### src/rtl/wptr_full_ctrl_if.sv
// Write-side FIFO controller bus: write request, synchronised read pointer,
// flag configuration in; write address, Gray pointer and flags out.
interface wptr_full_ctrl_if #(
  parameter int ADDRSIZE = 7
);
  logic                w_en;
  logic [ADDRSIZE:0]   r2wptr;
  logic [ADDRSIZE:0]   af_thresh;
  logic                ovf_clr;
  logic [ADDRSIZE-1:0] waddr;
  logic [ADDRSIZE:0]   wptr_gray;
  logic                w_ack;
  logic                wfull;
  logic                walmost_full;
  logic [ADDRSIZE:0]   wlevel;
  logic                wovf;

  modport master (
    output w_en, r2wptr, af_thresh, ovf_clr,
    input  waddr, wptr_gray, w_ack, wfull, walmost_full, wlevel, wovf
  );

  modport slave (
    input  w_en, r2wptr, af_thresh, ovf_clr,
    output waddr, wptr_gray, w_ack, wfull, walmost_full, wlevel, wovf
  );
endinterface

### src/rtl/wptr_full_ctrl.sv
// Async FIFO write-side pointer/flag controller. All flags are derived from the
// next-state write pointer so they are exact on the edge that changes occupancy.
module wptr_full_ctrl #(
  parameter int ADDRSIZE = 7
) (
  input  logic wclk,
  input  logic wrst,
  wptr_full_ctrl_if.slave bus
);

  localparam int PW = ADDRSIZE + 1;

  logic [PW-1:0] wptr_bin_q,  wptr_bin_d;
  logic [PW-1:0] wptr_gray_q, wptr_gray_d;
  logic [PW-1:0] wlevel_q,    wlevel_d;
  logic          wfull_q,        wfull_d;
  logic          walmost_full_q, walmost_full_d;
  logic          wovf_q,         wovf_d;
  logic          w_ack;
  logic [PW-1:0] rbin;
  logic [PW-1:0] full_gray;

  // NOTE: every always_comb output gets a default first, so no path can leave a
  // value unassigned and infer a latch; combinational logic uses blocking '='.
  always_comb begin
    w_ack          = 1'b0;
    rbin           = '0;
    full_gray      = '0;
    wptr_bin_d     = wptr_bin_q;
    wptr_gray_d    = wptr_gray_q;
    wlevel_d       = wlevel_q;
    wfull_d        = wfull_q;
    walmost_full_d = walmost_full_q;
    wovf_d         = wovf_q;

    // Writes are gated by the registered full flag and never leak through reset.
    w_ack = bus.w_en && !wfull_q && !wrst;

    // Gray-to-binary: bit i is the XOR of all Gray bits at or above i.
    for (int i = 0; i < PW; i++) begin
      rbin[i] = ^(bus.r2wptr >> i);
    end

    wptr_bin_d  = wptr_bin_q + PW'(w_ack);
    wptr_gray_d = (wptr_bin_d >> 1) ^ wptr_bin_d;

    // Full when the write pointer is exactly one lap ahead of the read pointer.
    full_gray      = {~bus.r2wptr[ADDRSIZE:ADDRSIZE-1], bus.r2wptr[ADDRSIZE-2:0]};
    wfull_d        = (wptr_gray_d == full_gray);
    wlevel_d       = wptr_bin_d - rbin;
    walmost_full_d = (wlevel_d >= bus.af_thresh);

    // Set has priority over clear so a concurrent overflow is never lost.
    if (bus.w_en && wfull_q) begin
      wovf_d = 1'b1;
    end else if (bus.ovf_clr) begin
      wovf_d = 1'b0;
    end
  end

  // NOTE: sequential state is updated with non-blocking '<=' only, so every flop
  // samples the pre-edge values of all the others.
  always_ff @(posedge wclk) begin
    if (wrst) begin
      wptr_bin_q     <= '0;
      wptr_gray_q    <= '0;
      wlevel_q       <= '0;
      wfull_q        <= 1'b0;
      walmost_full_q <= 1'b0;
      wovf_q         <= 1'b0;
    end else begin
      wptr_bin_q     <= wptr_bin_d;
      wptr_gray_q    <= wptr_gray_d;
      wlevel_q       <= wlevel_d;
      wfull_q        <= wfull_d;
      walmost_full_q <= walmost_full_d;
      wovf_q         <= wovf_d;
    end
  end

  assign bus.waddr        = wptr_bin_q[ADDRSIZE-1:0];
  assign bus.wptr_gray    = wptr_gray_q;
  assign bus.w_ack        = w_ack;
  assign bus.wfull        = wfull_q;
  assign bus.walmost_full = walmost_full_q;
  assign bus.wlevel       = wlevel_q;
  assign bus.wovf         = wovf_q;

endmodule

### src/flat_wrapper.sv
// flat-port wrapper written by rule: the top's interface ports become plain ports
module wptr_full_ctrl_flat 
#(
  parameter int ADDRSIZE = 7
)
  (wclk, wrst, bus_w_en, bus_r2wptr, bus_af_thresh, bus_ovf_clr, bus_waddr, bus_wptr_gray, bus_w_ack, bus_wfull, bus_walmost_full, bus_wlevel, bus_wovf);
  wptr_full_ctrl_if #(.ADDRSIZE(ADDRSIZE)) bus_i ();
  input  logic wclk;
  input  logic wrst;
  input wire logic [$bits(bus_i.w_en)-1:0] bus_w_en;
  input wire logic [$bits(bus_i.r2wptr)-1:0] bus_r2wptr;
  input wire logic [$bits(bus_i.af_thresh)-1:0] bus_af_thresh;
  input wire logic [$bits(bus_i.ovf_clr)-1:0] bus_ovf_clr;
  output wire logic [$bits(bus_i.waddr)-1:0] bus_waddr;
  output wire logic [$bits(bus_i.wptr_gray)-1:0] bus_wptr_gray;
  output wire logic [$bits(bus_i.w_ack)-1:0] bus_w_ack;
  output wire logic [$bits(bus_i.wfull)-1:0] bus_wfull;
  output wire logic [$bits(bus_i.walmost_full)-1:0] bus_walmost_full;
  output wire logic [$bits(bus_i.wlevel)-1:0] bus_wlevel;
  output wire logic [$bits(bus_i.wovf)-1:0] bus_wovf;
  assign bus_i.w_en = bus_w_en;
  assign bus_i.r2wptr = bus_r2wptr;
  assign bus_i.af_thresh = bus_af_thresh;
  assign bus_i.ovf_clr = bus_ovf_clr;
  assign bus_waddr = bus_i.waddr;
  assign bus_wptr_gray = bus_i.wptr_gray;
  assign bus_w_ack = bus_i.w_ack;
  assign bus_wfull = bus_i.wfull;
  assign bus_walmost_full = bus_i.walmost_full;
  assign bus_wlevel = bus_i.wlevel;
  assign bus_wovf = bus_i.wovf;
  wptr_full_ctrl #(.ADDRSIZE(ADDRSIZE)) u_core (.wclk(wclk), .wrst(wrst), .bus(bus_i));
endmodule
### config.mk
export PLATFORM = sky130hd
export DESIGN_NAME = wptr_full_ctrl_flat
export DESIGN_NICKNAME = d
export VERILOG_FILES = /design/src/rtl/wptr_full_ctrl_if.sv /design/src/rtl/wptr_full_ctrl.sv /design/src/flat_wrapper.sv
export SDC_FILE = /design/constraint.sdc
export NUM_CORES = 1
export LEC_CHECK = 0
export CORE_UTILIZATION = 45
export DETAILED_ROUTE_END_ITERATION = 12
export DONT_BUFFER_PORTS = 1
export GPL_ROUTABILITY_DRIVEN = 0
export GPL_TIMING_DRIVEN = 1
export PLACE_DENSITY_LB_ADDON = 0.2
export SLEW_MARGIN = 20
export SYNTH_ARGS = -nofsm -noshare
export SYNTH_HDL_FRONTEND = slang
export SYNTH_SLANG_ARGS = --single-unit
export TNS_END_PERCENT = 1
### constraint.sdc
create_clock -name wclk -period 4.8 [get_ports wclk]
set_clock_uncertainty 0.15 [all_clocks]
set_input_delay 0.96 -clock wclk [delete_from_list [all_inputs] [get_ports wclk]]
set_output_delay 0.96 -clock wclk [all_outputs]
set_load 0.01 [all_outputs]
## Yosys cells after proc, flatten, opt, wreduce, memory -nomap -nowiden

Cells that the tools add are included.

| word-level totals | value |
|---|---|
| output and inout bits | 27 |
| flip-flop bits (word level) | 27 |
| input port bits | 20 |
| logic and storage cells | 28 |

| cells by class | value |
|---|---|
| equal/unequal tests | 1 |
| magnitude comparators | 1 |
| add/sub/neg operators | 2 |
| mux-type cells | 2 |
| reductions and logical operators | 14 |
| bitwise operators | 2 |

Operator list:

| operator | number |
|---|---|
| 8-bit XOR reduction | 8 |
| 8-bit by 1-bit adder with 8-bit output | 1 |
| 8-bit equality test | 1 |
| 8-bit >= comparator | 1 |
| 8-bit subtractor | 1 |
| 7-bit by 8-bit bitwise XOR with 8-bit output | 1 |
| 1-bit logical AND | 3 |
| 1-bit zero test | 2 |
| 1-bit two-way mux | 2 |
| 2-bit NOT | 1 |
| 2-bit nonzero test | 1 |

## Logic depth before layout (Yosys ltp)

Gate-level depths: netlist of the first run.

| logic depth | value |
|---|---|
| depth in word-level cells | 6 |
| mapped depth | 17 |
| mapped depth without buffers | 16 |

## Worst setup path after synthesis of the first run

No wires, ideal clock.

| path | value |
|---|---|
| path kind | input to register |
| start point | in wrst |
| end point | reg u_core.walmost_full_q (netlist: u_core.bus.walmost_full) |
| data required time | 4.555 ns |
| setup time | 0.095 ns |
| slack | -0.010 ns |
| buffers on the path | 2 |
| stages | 17 |
| arrival | 4.565 ns |
| path through | clkbuf_1 > nor3b_1 > ha_1 > ha_1 > clkbuf_1 > nand3_1 > xor2_1 > inv_1 > ha_1 > or3b_4 > o211ai_2 > a21oi_2 > xor2_1 > ha_1 > a21oi_1 > nor2b_1 > a221oi_1 |

| between the ends | value |
|---|---|
| longest elaborated chain between the ends | 5 |

Ends and longest elaborated chain:

| what | RTL line | source |
|---|---|---|
| start: declaration | flat_wrapper.sv:9 | `input logic wrst;` |
| 1-bit zero test | wptr_full_ctrl.sv:37 | `w_ack = bus.w_en && !wfull_q && !wrst;` |
| 1-bit logical AND | wptr_full_ctrl.sv:37 |  |
| named net bus_w_ack | flat_wrapper.sv:16 | `output wire logic [$bits(bus_i.w_ack)-1:0] bus_w_ack;` |
| 8-bit by 1-bit adder with 8-bit output | wptr_full_ctrl.sv:44 | `wptr_bin_d = wptr_bin_q + PW'(w_ack);` |
| named net u_core.wptr_bin_d[4] | wptr_full_ctrl.sv:13 | `logic [PW-1:0] wptr_bin_q, wptr_bin_d;` |
| 8-bit subtractor | wptr_full_ctrl.sv:50 | `wlevel_d = wptr_bin_d - rbin;` |
| named net u_core.wlevel_d[7] | wptr_full_ctrl.sv:15 | `logic [PW-1:0] wlevel_q, wlevel_d;` |
| 8-bit >= comparator | wptr_full_ctrl.sv:51 | `walmost_full_d = (wlevel_d >= bus.af_thresh);` |
| end signal: assignment | wptr_full_ctrl.sv:76 | `walmost_full_q <= walmost_full_d;` |
| end: declaration | wptr_full_ctrl.sv:17 | `logic walmost_full_q, walmost_full_d;` |

The timed path passes the listed nets, and every way through them passes these cells.
A chain may end at the register's enable or synchronous reset.

## Worst setup path after layout of the first run

| path | value |
|---|---|
| start point | in bus_r2wptr[5] |
| end point | reg u_core.walmost_full_q (netlist: u_core.bus.walmost_full) |

| between the ends | value |
|---|---|
| longest elaborated chain between the ends | 3 |
| elaborated cells on any way between the ends | 8 |
| classes of those cells | add/sub (1); order compare (1); reduce/logical (6) |

Ends and longest elaborated chain:

| what | RTL line | source |
|---|---|---|
| start: declaration | flat_wrapper.sv:11 | `input wire logic [$bits(bus_i.r2wptr)-1:0] bus_r2wptr;` |
| 8-bit XOR reduction | wptr_full_ctrl.sv:41 | `rbin[i] = ^(bus.r2wptr >> i);` |
| 8-bit subtractor * | wptr_full_ctrl.sv:50 |  |
| named net u_core.wlevel_d[6] | wptr_full_ctrl.sv:15 |  |
| 8-bit >= comparator * | wptr_full_ctrl.sv:51 |  |

Mark *: on every way through the listed nets, which the timed path passes. The rest lies on a longest branch.

==> results of run 1 <==
synth_stat cells:
master / n / area share
dfxtp_1: 26 / 0.31
xnor2_1: 24 / 0.12
nor2_1: 23 / 0.051
inv_1: 19 / 0.042
ha_1: 17 / 0.12
nand2_1: 12 / 0.026
a21oi_1: 10 / 0.029
and2_1: 7 / 0.026
xor2_1: 7 / 0.036
nand3_1: 4 / 0.012
nor2b_1: 4 / 0.015
o21ai_0: 4 / 0.012
a221oi_1: 3 / 0.015
nand2b_1: 3 / 0.011
buf_2: 2 / 0.0059
clkbuf_1: 2 / 0.0044
mux2_4: 2 / 0.018
nor3_1: 2 / 0.0059
o21a_1: 2 / 0.0088
xor3_2: 2 / 0.029
a2111oi_0: 1 / 0.0051
a21o_1: 1 / 0.0044
a21oi_2: 1 / 0.0051
and3_2: 1 / 0.0044
buf_1: 1 / 0.0022
buf_6: 1 / 0.0066
fa_1: 1 / 0.012
maj3_2: 1 / 0.0066
mux2_2: 1 / 0.0066
mux2i_1: 1 / 0.0059
nor2_2: 1 / 0.0037
nor3b_1: 1 / 0.0044
o211a_1: 1 / 0.0059
o211ai_2: 1 / 0.0074
o21ai_1: 1 / 0.0029
o21ai_2: 1 / 0.0051
o22ai_1: 1 / 0.0037
or3b_4: 1 / 0.0066
cells by family after synthesis:
family / count (synthesis) / share of synthesized area
fa+ha+maj: 19 / 0.143
simple gates: 59 / 0.165
xor+xnor: 33 / 0.189
buf+inv: 25 / 0.0610
compound gates: 27 / 0.105
flops: 26 / 0.306
mux: 4 / 0.0301
final timing paths:
| check | from | cells after the start | end |
|---|---|---|---|
| setup / recovery | bus_r2wptr[5] | 16 | u_core.bus.walmost_full$_SDFF_PP0_ |
| hold reg to reg | u_core.bus.wovf$_SDFFE_PP0P_ | 2 | u_core.bus.wovf$_SDFFE_PP0P_ |
| hold / removal | u_core.bus.wovf$_SDFFE_PP0P_ | 2 | u_core.bus.wovf$_SDFFE_PP0P_ |
| setup reg to reg | u_core.bus.wfull$_SDFF_PP0_ | 15 | u_core.bus.walmost_full$_SDFF_PP0_ |
final cells by class:
class,instances,area share
inverter,19,0.0390
timing repair buffer,3,0.0123
clock inverter,1,0.0164
clock buffer,3,0.0226
multi-input combinational,142,0.593
tap,46,0.0315
sequential,26,0.285
registers in the layout (all words and copies together), names as in the netlist:
signal,count
u_core.bus.wfull,1
u_core.wptr_bin_q,7
u_core.bus.wovf,1
u_core.bus.wptr_gray,8
u_core.bus.wlevel,8
u_core.bus.walmost_full,1
critical path, cell delays in order:
cell	delay, ps
xor3_2	440
xor3_2	300
xnor2_1	260
xor2_1	300
xnor2_1	110
ha_1	220
fa_1	420
inv_1	80
a21oi_1	60
maj3_2	330
o21ai_2	140
xor2_1	230
ha_1	180
a21oi_1	70
nor2b_1	130
a221oi_1	260
power by group:
| group | total (mW) | internal [mW] | switching [mW] |
|---|---|---|---|
| logic | 0.200 | 0.0978 | 0.102 |
| registers | 0.257 | 0.238 | 0.0195 |
| clock network | 0.185 | 0.112 | 0.0730 |
routing by layer:
| metal | vias up | GRT usage | wire length, um |
|---|---|---|---|
| li1 | 629 | - | - |
| met1 | 566 | 0.216 | 1480 |
| met2 | 30 | 0.314 | 1650 |
| met3 | 4 | 0.0435 | 161 |
| met4 | 0 | 0.0540 | 30 |
| met5 | - | 0 | 0 |
==> reports/qor.yml, run 1 <==
antenna_found_initial: 0
cts_buffers: 3
syn_to_final_growth_pct: 7.43
final_common_cell: "dfxtp_1"
worst_slack_ps: 345
first_global_vias: 1273
path_class: "in2reg"
syn-instance-count: 193
die_h_um: 63.5
final_cell_area_um2: 1830
cap_violations: 0
multi_input_area_um2: 1080
mostFrequentLayoutCells: "dfxtp_1 (26), xnor2_1 (24), nor2_1 (23), inv_1 (19), ha_1 (17)"
drt-pass1-iter-count: 4
rrSetupSlack_ps: 1030
dpl_cell_area_um2: 1760
worst_skew_pair.late_latency_ps: 270
ios: 47
port-buffer-count: 0
hold_class: "reg2reg"
cts_sinks: 26
syn_area_um2: 1700
layout-drive-gt1-share: 0.103
rsz0062_at_grt: "no"
die-area_um2: 4030
cts_buffer_depth: 2
hold_buffers: 0
p_per_area_nw_per_um2: 351
grt_start_max_net_pins: 25
irDropWorstVdd_uv: 149
yosys_register_bits: 26
drt_iter0_markers: 55
slew_viol_final: 0
critPathMaxFanout: 4
vias_per_cell: 5.12
clock.fmax_mhz: 224
setup-tns-final_ps: 0
track_usage: 0.180
grt_pass1_wl_mm: 5.72
seq_area_frac_synth: 0.306
cp.arrival_ps: 4490
register_area_um2: 520
hold_slack_ps: 363
finalCritPeriodShare: 0.928
cts_tree: "done"
die_x_um: 63.5
root_buffer: "clkbuf_8"
power.leakage_nw: 0.818
instances_no_fill: 240
finalSetupViolations: 0
wl_mm: 3.32
start_kind: "primary input"
antenna_left: 0
core_area_um2: 3470
drcViolationCount: 0
crit_required_ps: 4830
power_mw: 0.641
dpl.hpwl_mm: 2.65
synth_area_per_cell_um2: 8.82
nFillCells: 364
synth_warnings: 0
ys_types: 38
cts-resized-gates: 0
wl_per_cell_um: 13.8
outcome: "completed"
fin_util: 0.527
post-place-cells: 236
cts.clk_slew.worst_paths_ps: 100
fin_crit_ps: 4460
worst_slew_pin_slew_ps: 609
syn-num-nets: 231
htree_num_levels: 1
n_antenna_cell: 0
finalHoldViolations: 0
grt.overflow.total: 0
rows: 21
vias: 1229
fin_nets: 233
post_cts_buffers: 0
post-place-ws_ps: 66.7
start_util: 0.491
maxSlewHeadroom: 0.591
worstSetupEndpointType: "flop"
No activity file was read; power rests on OpenSTA's default activity.
==> inputs of run 2 (changes only) <==
CTS_CLUSTER_SIZE = 16   (was not set)
==> results of run 2 <==
Final layout, timing and power as in run 1 (identical DEF).
==> inputs of run 3 (changes only) <==
CORE_MARGIN = 2   (was not set)
==> reports/qor.yml, run 3 (same netlist as run 1, synthesis figures left out) <==
worst_skew_pair.late_latency_ps: 270  # about the same
cts_buffer_depth: 2  # unchanged
track_usage: 0.172  # -0.00823
vias: 1240  # +0.90%
vias_per_cell: 5.12  # about the same
setup-tns-final_ps: 0  # unchanged
outcome: "completed"
drcViolationCount: 0  # unchanged
cts_sinks: 26  # unchanged
path_class: "in2reg"
die-area_um2: 4290  # +6.4%
p_per_area_nw_per_um2: 351  # about the same
cts_buffers: 3  # unchanged
syn_to_final_growth_pct: 7.57
finalSetupViolations: 0  # unchanged
post-place-ws_ps: 94.7  # +28.0 ps
wl_per_cell_um: 14.3  # +3.1%
rsz0062_at_grt: "no"
maxSlewHeadroom: 0.545  # -0.0459
core_area_um2: 3660  # +5.6%
start_kind: "primary input"
final_common_cell: "dfxtp_1"
hold_buffers: 0  # unchanged
irDropWorstVdd_uv: 172  # +16%
grt.overflow.total: 0  # unchanged
htree_num_levels: 1  # unchanged
critPathMaxFanout: 4  # unchanged
wl_mm: 3.45  # +3.9%
worst_slew_pin_slew_ps: 665  # +56.0 ps
start_util: 0.465  # -0.0258
power.leakage_nw: 0.819  # +0.16%
rows: 22  # +4.8%
drt_iter0_markers: 50  # -9.1%
post-place-cells: 238  # +0.85%
layout-drive-gt1-share: 0.103  # unchanged
first_global_vias: 1333  # +4.7%
worstSetupEndpointType: "flop"
worst_slack_ps: 366  # +21.4 ps
fin_crit_ps: 4430  # -21.4 ps
hold_class: "reg2reg"
root_buffer: "clkbuf_8"
slew_viol_final: 0  # unchanged
post_cts_buffers: 0  # unchanged
die_x_um: 65.5  # +3.1%
n_antenna_cell: 0  # unchanged
drt-pass1-iter-count: 4  # unchanged
grt_pass1_wl_mm: 5.83  # +1.9%
antenna_left: 0  # unchanged
cts_tree: "done"
port-buffer-count: 0  # unchanged
instances_no_fill: 242  # +0.83%
cts-resized-gates: 0  # unchanged
dpl.hpwl_mm: 2.72  # +2.7%
fin_nets: 233  # unchanged
finalHoldViolations: 0  # unchanged
crit_required_ps: 4830  # about the same
cts.clk_slew.worst_paths_ps: 100  # about the same
antenna_found_initial: 0  # unchanged
die_h_um: 65.5  # +3.1%
clock.fmax_mhz: 226  # +0.48%
cp.arrival_ps: 4460  # -30 ps
ios: 47  # unchanged
mostFrequentLayoutCells: "dfxtp_1 (26), xnor2_1 (24), nor2_1 (23), inv_1 (19), ha_1 (17)"
finalCritPeriodShare: 0.924  # -0.00447
cap_violations: 0  # unchanged
fin_util: 0.500  # -0.0271
grt_start_max_net_pins: 25  # unchanged
## run 3: cell counts in the layout (fill, tap and decap cells not counted)
No cell type changed its count.
## run 3: worst paths after layout
check | startpoint | end | slack [ps] | cells after the start
setup / recovery | bus_r2wptr[5] | u_core.bus.walmost_full$_SDFF_PP0_ | 370 | 16
hold / removal | u_core.bus.wovf$_SDFFE_PP0P_ | u_core.bus.wovf$_SDFFE_PP0P_ | 370 | 2
setup reg to reg | u_core.bus.wfull$_SDFF_PP0_ | u_core.bus.walmost_full$_SDFF_PP0_ | 980 | 15
hold reg to reg | u_core.bus.wovf$_SDFFE_PP0P_ | u_core.bus.wovf$_SDFFE_PP0P_ | 370 | 2
## run 3: report_power, final
part / total [mW] / internal (mW) / switching, mW
Combinational: 0.200 / 0.0974 / 0.102
Sequential: 0.257 / 0.238 / 0.0195
Clock: 0.185 / 0.112 / 0.0733
Total: 0.642 / 0.447 / 0.195
## run 3: layout make-up
type | instances | area (um2)
clock inverter | 1 | 30.0
fill | 361 | 1830
inverter | 19 | 71.3
multi-input combinational | 142 | 1080
clock buffer | 3 | 41.3
tap | 48 | 60.1
sequential | 26 | 520
timing repair buffer | 3 | 22.5
## run 3: critical path, stage by stage
cell	delay (ps)
xor3_2	440
xor3_2	300
xnor2_1	280
xor2_1	290
xnor2_1	110
ha_1	220
fa_1	410
inv_1	70
a21oi_1	60
maj3_2	320
o21ai_2	130
xor2_1	230
ha_1	190
a21oi_1	70
nor2b_1	130
a221oi_1	250
## run 3: per-stage QoR
step	hold slack, ps	cell area (um2)	power, mW
floorplan	339	1710	0.424
global placement	348	1760	0.453
detailed placement	361	1760	0.460
CTS	375	1830	0.649
global route	387	1830	0.684
finish	372	1830	0.642
## run 3: per-layer routing
layer	up-vias	GRT usage	wire (um)
met4	0	0.0495	48
met1	577	0.202	1480
met5	-	0	0
met2	31	0.305	1710
met3	4	0.0479	214
li1	628	-	-
